**config.mk**
```make
export PLATFORM = sky130hd
export DESIGN_NAME = mseq_sync
export DESIGN_NICKNAME = d
export VERILOG_FILES = /design/src/rtl/mseq_pkg.sv /design/src/rtl/mseq_peak_cls.sv /design/src/rtl/mseq_sync.sv
export SDC_FILE = /design/constraint.sdc
export NUM_CORES = 1
export LEC_CHECK = 0
export ABC_AREA = 1
export CORE_MARGIN = 5
export CORE_UTILIZATION = 45
export CTS_CLUSTER_SIZE = 40
export DETAILED_ROUTE_END_ITERATION = 8
export DONT_BUFFER_PORTS = 1
export GPL_ROUTABILITY_DRIVEN = 1
export PLACE_DENSITY_LB_ADDON = 0.3
export SYNTH_ARGS = -nofsm -noshare
export SYNTH_HDL_FRONTEND = slang
export SYNTH_SLANG_ARGS = --single-unit
```
**constraint.sdc**
```tcl
create_clock -name clk -period 1.96 [get_ports clk]
set_clock_uncertainty 0.2 [all_clocks]
set_input_delay 0.196 -clock clk [delete_from_list [all_inputs] [get_ports clk]]
set_output_delay 0.196 -clock clk [all_outputs]
set_load 0.1 [all_outputs]
```
**src/rtl/mseq_pkg.sv**
```systemverilog
// mseq_pkg: shared defaults and enums for the m-sequence synchroniser.
// Holds PERIOD/THR_HI/THR_LO defaults, FSM state and classifier enums.
package mseq_pkg;

  localparam int PERIOD_D = 31;
  localparam int THR_HI_D = 56;
  localparam int THR_LO_D = 6;

  typedef enum logic [1:0] {
    SEARCH,
    VERIFY,
    LOCK
  } state_t;

  typedef enum logic [1:0] {
    NONE,
    POS,
    NEG
  } cls_t;

endpackage

```
**src/rtl/mseq_peak_cls.sv**
```systemverilog
// mseq_peak_cls: combinational correlation threshold classifier.
// Ports: corr (8b sample in), cls (NONE/POS/NEG out).
module mseq_peak_cls
  import mseq_pkg::*;
#(
  parameter int THR_HI = THR_HI_D,
  parameter int THR_LO = THR_LO_D
) (
  input  logic [7:0] corr,
  output cls_t       cls
);

  always_comb begin
    cls = NONE;
    if (corr >= 8'(THR_HI)) begin
      cls = POS;
    end else if (corr <= 8'(THR_LO)) begin
      cls = NEG;
    end
  end

endmodule

```
**src/rtl/mseq_sync.sv**
```systemverilog
// mseq_sync: peak-spacing synchroniser and symbol decoder.
// Ports: clk, rst_n (sync, active-low), corr in; peak, locked,
// bit_valid, bit_out, miss, phase (all registered) out.
module mseq_sync
  import mseq_pkg::*;
#(
  parameter int PERIOD   = PERIOD_D,
  parameter int THR_HI   = THR_HI_D,
  parameter int THR_LO   = THR_LO_D,
  parameter int LOCK_CNT = 3,
  parameter int MISS_MAX = 2
) (
  input  logic       clk,
  input  logic       rst_n,
  input  logic [7:0] corr,
  output logic       peak,
  output logic       locked,
  output logic       bit_valid,
  output logic       bit_out,
  output logic       miss,
  output logic [4:0] phase
);

  localparam int HW = $clog2(LOCK_CNT + 1);
  localparam int MW = $clog2(MISS_MAX + 1);
  localparam logic [HW-1:0] HIT_MAX = HW'(LOCK_CNT);
  localparam logic [MW-1:0] MIS_MAX = MW'(MISS_MAX);
  localparam logic [4:0] PH_END = 5'(PERIOD - 1);

  cls_t          cls;
  state_t        state;
  logic [HW-1:0] hits;
  logic [MW-1:0] mcnt;
  logic [HW-1:0] hits_inc;
  logic [MW-1:0] mcnt_inc;
  logic          hit;
  logic          chk;

  mseq_peak_cls #(
    .THR_HI(THR_HI),
    .THR_LO(THR_LO)
  ) u_cls (
    .corr(corr),
    .cls (cls)
  );

  assign hit = (cls != NONE);
  assign chk = (phase == PH_END);

  // Counters saturate instead of wrapping.
  assign hits_inc = (hits == HIT_MAX) ? hits : hits + 1'b1;
  assign mcnt_inc = (mcnt == MIS_MAX) ? mcnt : mcnt + 1'b1;

  always_ff @(posedge clk) begin
    if (!rst_n) begin
      state     <= SEARCH;
      phase     <= '0;
      hits      <= '0;
      mcnt      <= '0;
      peak      <= 1'b0;
      locked    <= 1'b0;
      bit_valid <= 1'b0;
      bit_out   <= 1'b0;
      miss      <= 1'b0;
    end else begin
      peak      <= hit;
      bit_valid <= 1'b0;
      miss      <= 1'b0;
      unique case (state)
        SEARCH: begin
          phase <= '0;
          if (hit) begin
            state <= VERIFY;
            hits  <= HW'(1);
          end
        end
        VERIFY: begin
          if (!chk) begin
            phase <= phase + 1'b1;
          end else begin
            phase <= '0;
            if (!hit) begin
              state <= SEARCH;
              hits  <= '0;
            end else begin
              hits <= hits_inc;
              if (hits_inc == HIT_MAX) begin
                state  <= LOCK;
                locked <= 1'b1;
                mcnt   <= '0;
              end
            end
          end
        end
        LOCK: begin
          if (!chk) begin
            phase <= phase + 1'b1;
          end else begin
            phase <= '0;
            if (hit) begin
              bit_valid <= 1'b1;
              bit_out   <= (cls == POS);
              mcnt      <= '0;
            end else begin
              miss <= 1'b1;
              mcnt <= mcnt_inc;
              // The dropping sample is NONE, so it never anchors.
              if (mcnt_inc == MIS_MAX) begin
                state  <= SEARCH;
                locked <= 1'b0;
                hits   <= '0;
                mcnt   <= '0;
              end
            end
          end
        end
        default: begin
          state <= SEARCH;
          phase <= '0;
        end
      endcase
    end
  end

endmodule
```
# After elaboration in Yosys (flattened, before gate mapping)
# Cells that the tools add are included.
[classes]
addsub = 3
magnitude_cmp = 2
eq_ne = 16
muxes = 31
bitwise_logic = 2
reduce_logical = 12
[ops]
columns = ["op", "n"]
rows = [
  ["$mux W2", 19],
  ["$ne A2 B2 Y1 const B", 7],
  ["$pmux W2 S3", 2],
  ["$reduce_and A6 Y1", 2],
  ["$eq A2 B2 Y1 const B", 5],
  ["$ge A8 B6 Y1 const B", 1],
  ["$le A8 B3 Y1 const B", 1],
  ["$mux W1", 8],
  ["$reduce_and A7 Y1", 1],
  ["$reduce_and A3 Y1", 2],
  ["$add A5 B1 Y5 const B", 1],
  ["$eq A5 B5 Y1 const B", 1],
  ["$reduce_and A5 Y1", 1],
  ["$add A2 B1 Y2 const B", 2],
  ["$eq A2 B1 Y1 const B", 2],
  ["$pmux W2 S2", 1],
  ["$reduce_bool A2 Y1", 2],
  ["$ne A3 B3 Y1 const B", 1],
  ["$reduce_bool A3 Y1", 1],
  ["$reduce_or A3 Y1", 1],
  ["$logic_not A2 Y1", 1],
  ["$not A1 Y1", 2],
  ["$pmux W1 S2", 1],
  ["$reduce_or A2 Y1", 1],
]
[totals]
ff_bits = 16
in_bits = 10
out_inout_bits = 10

# Logic depth before layout (Yosys ltp)
[depth]
depth_word = 7
depth_mapped = 11
ltp_nobuf = 11

# Cells and area by module
# From an unflattened synthesis, not the netlist that was laid out.
[hier_totals]
hier_cells = 125
hier_area_um2 = 873.3
[modules_own_cells]
columns = ["mod", "n_inst", "cells_per_inst", "area_each_um2", "seq_area_each_um2"]
rows = [
  ["mseq_sync", 1, 117, 839.6, 320.3],
  ["mseq_peak_cls", 1, 8, 33.8, 0.0],
]

# Worst setup path after synthesis
# No wires, ideal clock.
[synth_path]
kind = "reg2reg"
startpoint = "register phase[1]"
endpoint = "register hits[0]"
setup_time_ns = 0.113
t_arrival_ns = 1.938
required_ns = 1.647
setup_slack_ns = -0.291
path_stages_with_launch = 11
path_buffers = 0
path_cell_list = "dfxtp_1 -> ha_1 -> nand2_1 -> nor2_4 -> nand2_2 -> nand2_4 -> nand3_2 -> nor2_4 -> nand2_1 -> nand2_1 -> nor2_1"
[synth_via]
elab_chain_cells = 3
elab_cells_between_ends = 4
cone_classes = "3 x eq/ne; 1 x reduce/logical"
[synth_lines]
columns = ["element", "line", "source"]
rows = [
  ["start: declaration", "mseq_sync.sv:21", "output logic [4:0] phase"],
  ["start signal: assignment", "mseq_sync.sv:79", "phase <= phase + 1'b1;"],
  ["start signal: assignment", "mseq_sync.sv:97", "phase <= phase + 1'b1;"],
  ["$eq A5 B5 Y1 *", "mseq_sync.sv:48", "assign chk = (phase == PH_END);"],
  ["$ne A2 B2 Y1 (no source line)", "-", ""],
  ["$reduce_and A6 Y1 (no source line) *", "-", ""],
  ["end signal: assignment", "mseq_sync.sv:86", "hits <= hits_inc;"],
  ["end: declaration", "mseq_sync.sv:32", "logic [HW-1:0] hits;"],
]
# Every way passes the cells marked *; elsewhere a longest branch is shown, timed or not.
# A chain may end at the register's enable or synchronous reset.

# Worst setup path after layout
[layout_path]
startpoint = "register state[0]"
endpoint = "register hits[0]"
[layout_via]
elab_chain_cells = 3
elab_cells_between_ends = 11
cone_classes = "7 x eq/ne; 1 x mux; 3 x reduce/logical"
[layout_lines]
columns = ["element", "line", "source"]
rows = [
  ["start: declaration", "mseq_sync.sv:31", "state_t state;"],
  ["start signal: assignment", "mseq_sync.sv:56", "state <= SEARCH;"],
  ["start signal: assignment", "mseq_sync.sv:73", "state <= VERIFY;"],
  ["start signal: assignment", "mseq_sync.sv:83", "state <= SEARCH;"],
  ["$eq A2 B2 Y1, or another cell as far along", "mseq_sync.sv:69", "unique case (state)"],
  ["$ne A2 B2 Y1 (no source line) / $reduce_bool A3 Y1 (equally long branches)", "-", ""],
  ["$reduce_and A6 Y1 (no source line)", "-", ""],
]
# Parallel ways exist; a longest one is shown, timed or not.

==> flow_metrics.tcl <==
set metrics [dict create \
    status "complete, no violations" \
    max_stage_delay_ns 0.37 \
    root_buffer "clkbuf_4" \
    synth_edf_count 0 \
    critPathBufInv 1 \
    area_growth_pct 15.7 \
    setup_violations 0 \
    postSynthCellCount 130 \
    endpoint "hits[0]$_SDFFE_PN0P_" \
    nNetsFinal 161 \
    clock-sinks 16 \
    cts_buffer_depth 2 \
    path_clk_slew_ns 0.10 \
    grt-ovfl-total 0 \
    reg2regPathDepth 8 \
    peakVddDrop_uv 553 \
    cts_tree "yes" \
    powerDensity_mw_per_mm2 1260 \
    cts-htree-levels 1 \
    dp_hpwl_um 1380 \
    yosys_register_bits 16 \
    path_max_fanout 3 \
    slowest_stage "dfxtp_1" \
    fin_tns_setup_ns 0 \
    viasPerCell 4.61 \
    yosysUniqueCellTypes 20 \
    drv_slew 0 \
    start_util_pct 46.6 \
    cp_num_cells 8 \
    power_frac_clock_pct 13.1 \
    finalCriticalPeriod_ns 1.66 \
    synth.avg_cell_area_um2 6.97 \
    first_iter_violations 12 \
    critical_path_class "flip-flop to flip-flop" \
    syn-cell-area_um2 906 \
    cell_internal_pwr_uw 677 \
    syn_nets 146 \
    r2r_slack_ns 0.30 \
    hp-start "corr[7]" \
    drt_wl_total_um 1700 \
    yosysSeqAreaShare_pct 35.4 \
    final_antenna_net_count 0 \
    crit_family "simple AND/OR/NAND/NOR gates" \
    required_ns 1.98 \
    post_drt_wl_per_cell_um 9.98 \
    die_w_um 54.9 \
    hold_path_class "input pin to flip-flop" \
    holdWs_ns 0.00490 \
    grt_pass1_wl_um 2730 \
    synth_top_area_share_pct 35.4 \
    synth-async-reset-ratio_pct 0 \
    cap_violations 0 \
    antenna_found_initial 0 \
    portBuffers 0 \
    dp_cells 166 \
    drive_gt1_share_pct 23.8 \
    yosysWarnings 0 \
    via_count 783 \
    routabilityCongestion 0.768 \
    synth-main-ff-cell "dfxtp_1" \
    reg2reg_to "hits[0]$_SDFFE_PN0P_" \
    stdcell_count 170 \
    r2r_start "state[0]$_SDFFE_PN0P_" \
    io_pins 20 \
    rsz0062_at_grt "false" \
    worstPathArrival_ns 1.68 \
    dieArea_mm2 0.00301 \
    grt_pass1_vias 689 \
    firstDrtPassIters 4 \
    start_kind "flip-flop" \
    synth_top_cell_by_area "dfxtp_1" \
    cts_inserted_buffers 3 \
    std_cell_rows 16 \
    cp_cell_sequence "inv_1, ha_1, or2_2, nand3_2, nor2_4, nand2_1, nand2_1, nor2_1" \
    diodes 0 \
    synthTopCellsByArea "dfxtp_1 (35%), nand2_1 (12%), nor2_1 (11%), ha_1 (8.3%), inv_1 (7.5%)" \
    fin_util_pct 54.0 \
    fillers 206 \
    swShare_pct 48.9 \
    slew_headroom_pct 75.2 \
    grt_max_degree 11 \
    ctsResizeCount 0 \
    ys_top_cells_by_count "nand2_1 (28), nor2_1 (26), inv_1 (18), dfxtp_1 (16), nand3_1 (11)" \
    core-area_mm2 0.00194 \
    cpMostUsedCell "nand2_1" \
    fin_crit_sh_pct 84.6 \
    p_switching_uw 647 \
    synthMostInstantiatedCell "nand2_1" \
    clock_latency_ns 0.29 \
    power_frac_comb_pct 56.0 \
    tightest_slew_ns 0.371 \
    fp.dieH_um 54.9 \
    drc 0 \
    max_freq_ghz 0.603 \
    grt.total_usage_pct 12.8 \
    crit_start "state[0]$_SDFFE_PN0P_" \
    hold_violations 0 \
    critPathCaptureType "flip-flop" \
    power_frac_seq_pct 30.9 \
    p_leak_nw 0.512 \
]
what timing repair did:
action,in CTS,in global routing
hold buffers,1,0
endpoints found under the hold margin,12,0
setup buffers,0,0
worst min path at each step:
stage,endpoint,slack [ns],cells after the start
after floorplan,mcnt[1]$_SDFFE_PN0P_,0.22,2
after global placement,hits[0]$_SDFFE_PN0P_,0.12,2
after detailed placement,mcnt[0]$_SDFFE_PN0P_,0.12,2
after CTS,bit_out$_SDFFE_PN0P_,0.002,4
after global routing,bit_out$_SDFFE_PN0P_,0.03,4
final,bit_out$_SDFFE_PN0P_,0.005,4
stage by stage:
step,cell area [µm²],total power [mW],setup WS (ns)
6_report,1050,1.32,0.301
5_1_grt,1050,1.42,0.227
4_1_cts,1050,1.34,0.300
3_5_place_dp,1020,1.16,0.349
3_3_place_gp,1020,1.14,0.372
2_1_floorplan,912,1.03,0.0861
tightest hold or removal path: cells and delay by family:
kind	cells	cell delay, ns
AOI/OAI and AO/OA	1	0.13
and+or+nand+nor	2	0.08
buffers and inverters	1	0.06
cell type report:
class                           instances  area, µm²  area share [%]
Tap cell                               27       33.8            3.22
Timing Repair Buffer                   11       85.1            8.11
Sequential cell                        16        327            31.1
Multi-Input combinational cell         93        505            48.2
Clock buffer                            3       22.5            2.15
Inverter                               20       75.1            7.16
power groups by stage:
stage                     clock network [mW]  registers (mW)  logic [mW]
final                                  0.174           0.409       0.741
after global routing                   0.195           0.415       0.812
after CTS                              0.182           0.409       0.744
after detailed placement                   0           0.417       0.738
after global placement                     0           0.415       0.729
after floorplan                            0           0.602       0.431
metal layers:
metal,global-route usage [%],vias up,wire length (µm)
met5,0,-,0
li1,-,423,-
met3,3.00,5,70
met4,8.71,0,44
met1,14.9,346,782
met2,20.7,9,799
state kept, by name, indices dropped and copies added, names as in the netlist:
| name | count |
|---|---|
| phase | 5 |
| hits | 2 |
| mcnt | 2 |
| state | 2 |
| bit_out | 1 |
| bit_valid | 1 |
| locked | 1 |
| miss | 1 |
| peak | 1 |
kinds of logic after synthesis:
kind of cell | synth area share (%)
flops | 35.4
simple gates | 43.0
xor+xnor | 2.90
compound gates | 1.66
fa+ha+maj | 8.29
buf+inv | 8.84
cell usage in the layout (no fill, tap or decap), types with 3 or more instances in the layout:
master,synthesis,layout
clkbuf_4,0,3
dfxtp_1,16,11
nor2_1,26,26
dfxtp_2,0,5
nand2_1,28,28
nand3_1,11,11
inv_1,18,18
nand2_4,3,3
ha_1,6,6
nand2_2,4,4
buf_4,0,10
Power figures use the tool's default switching activity.
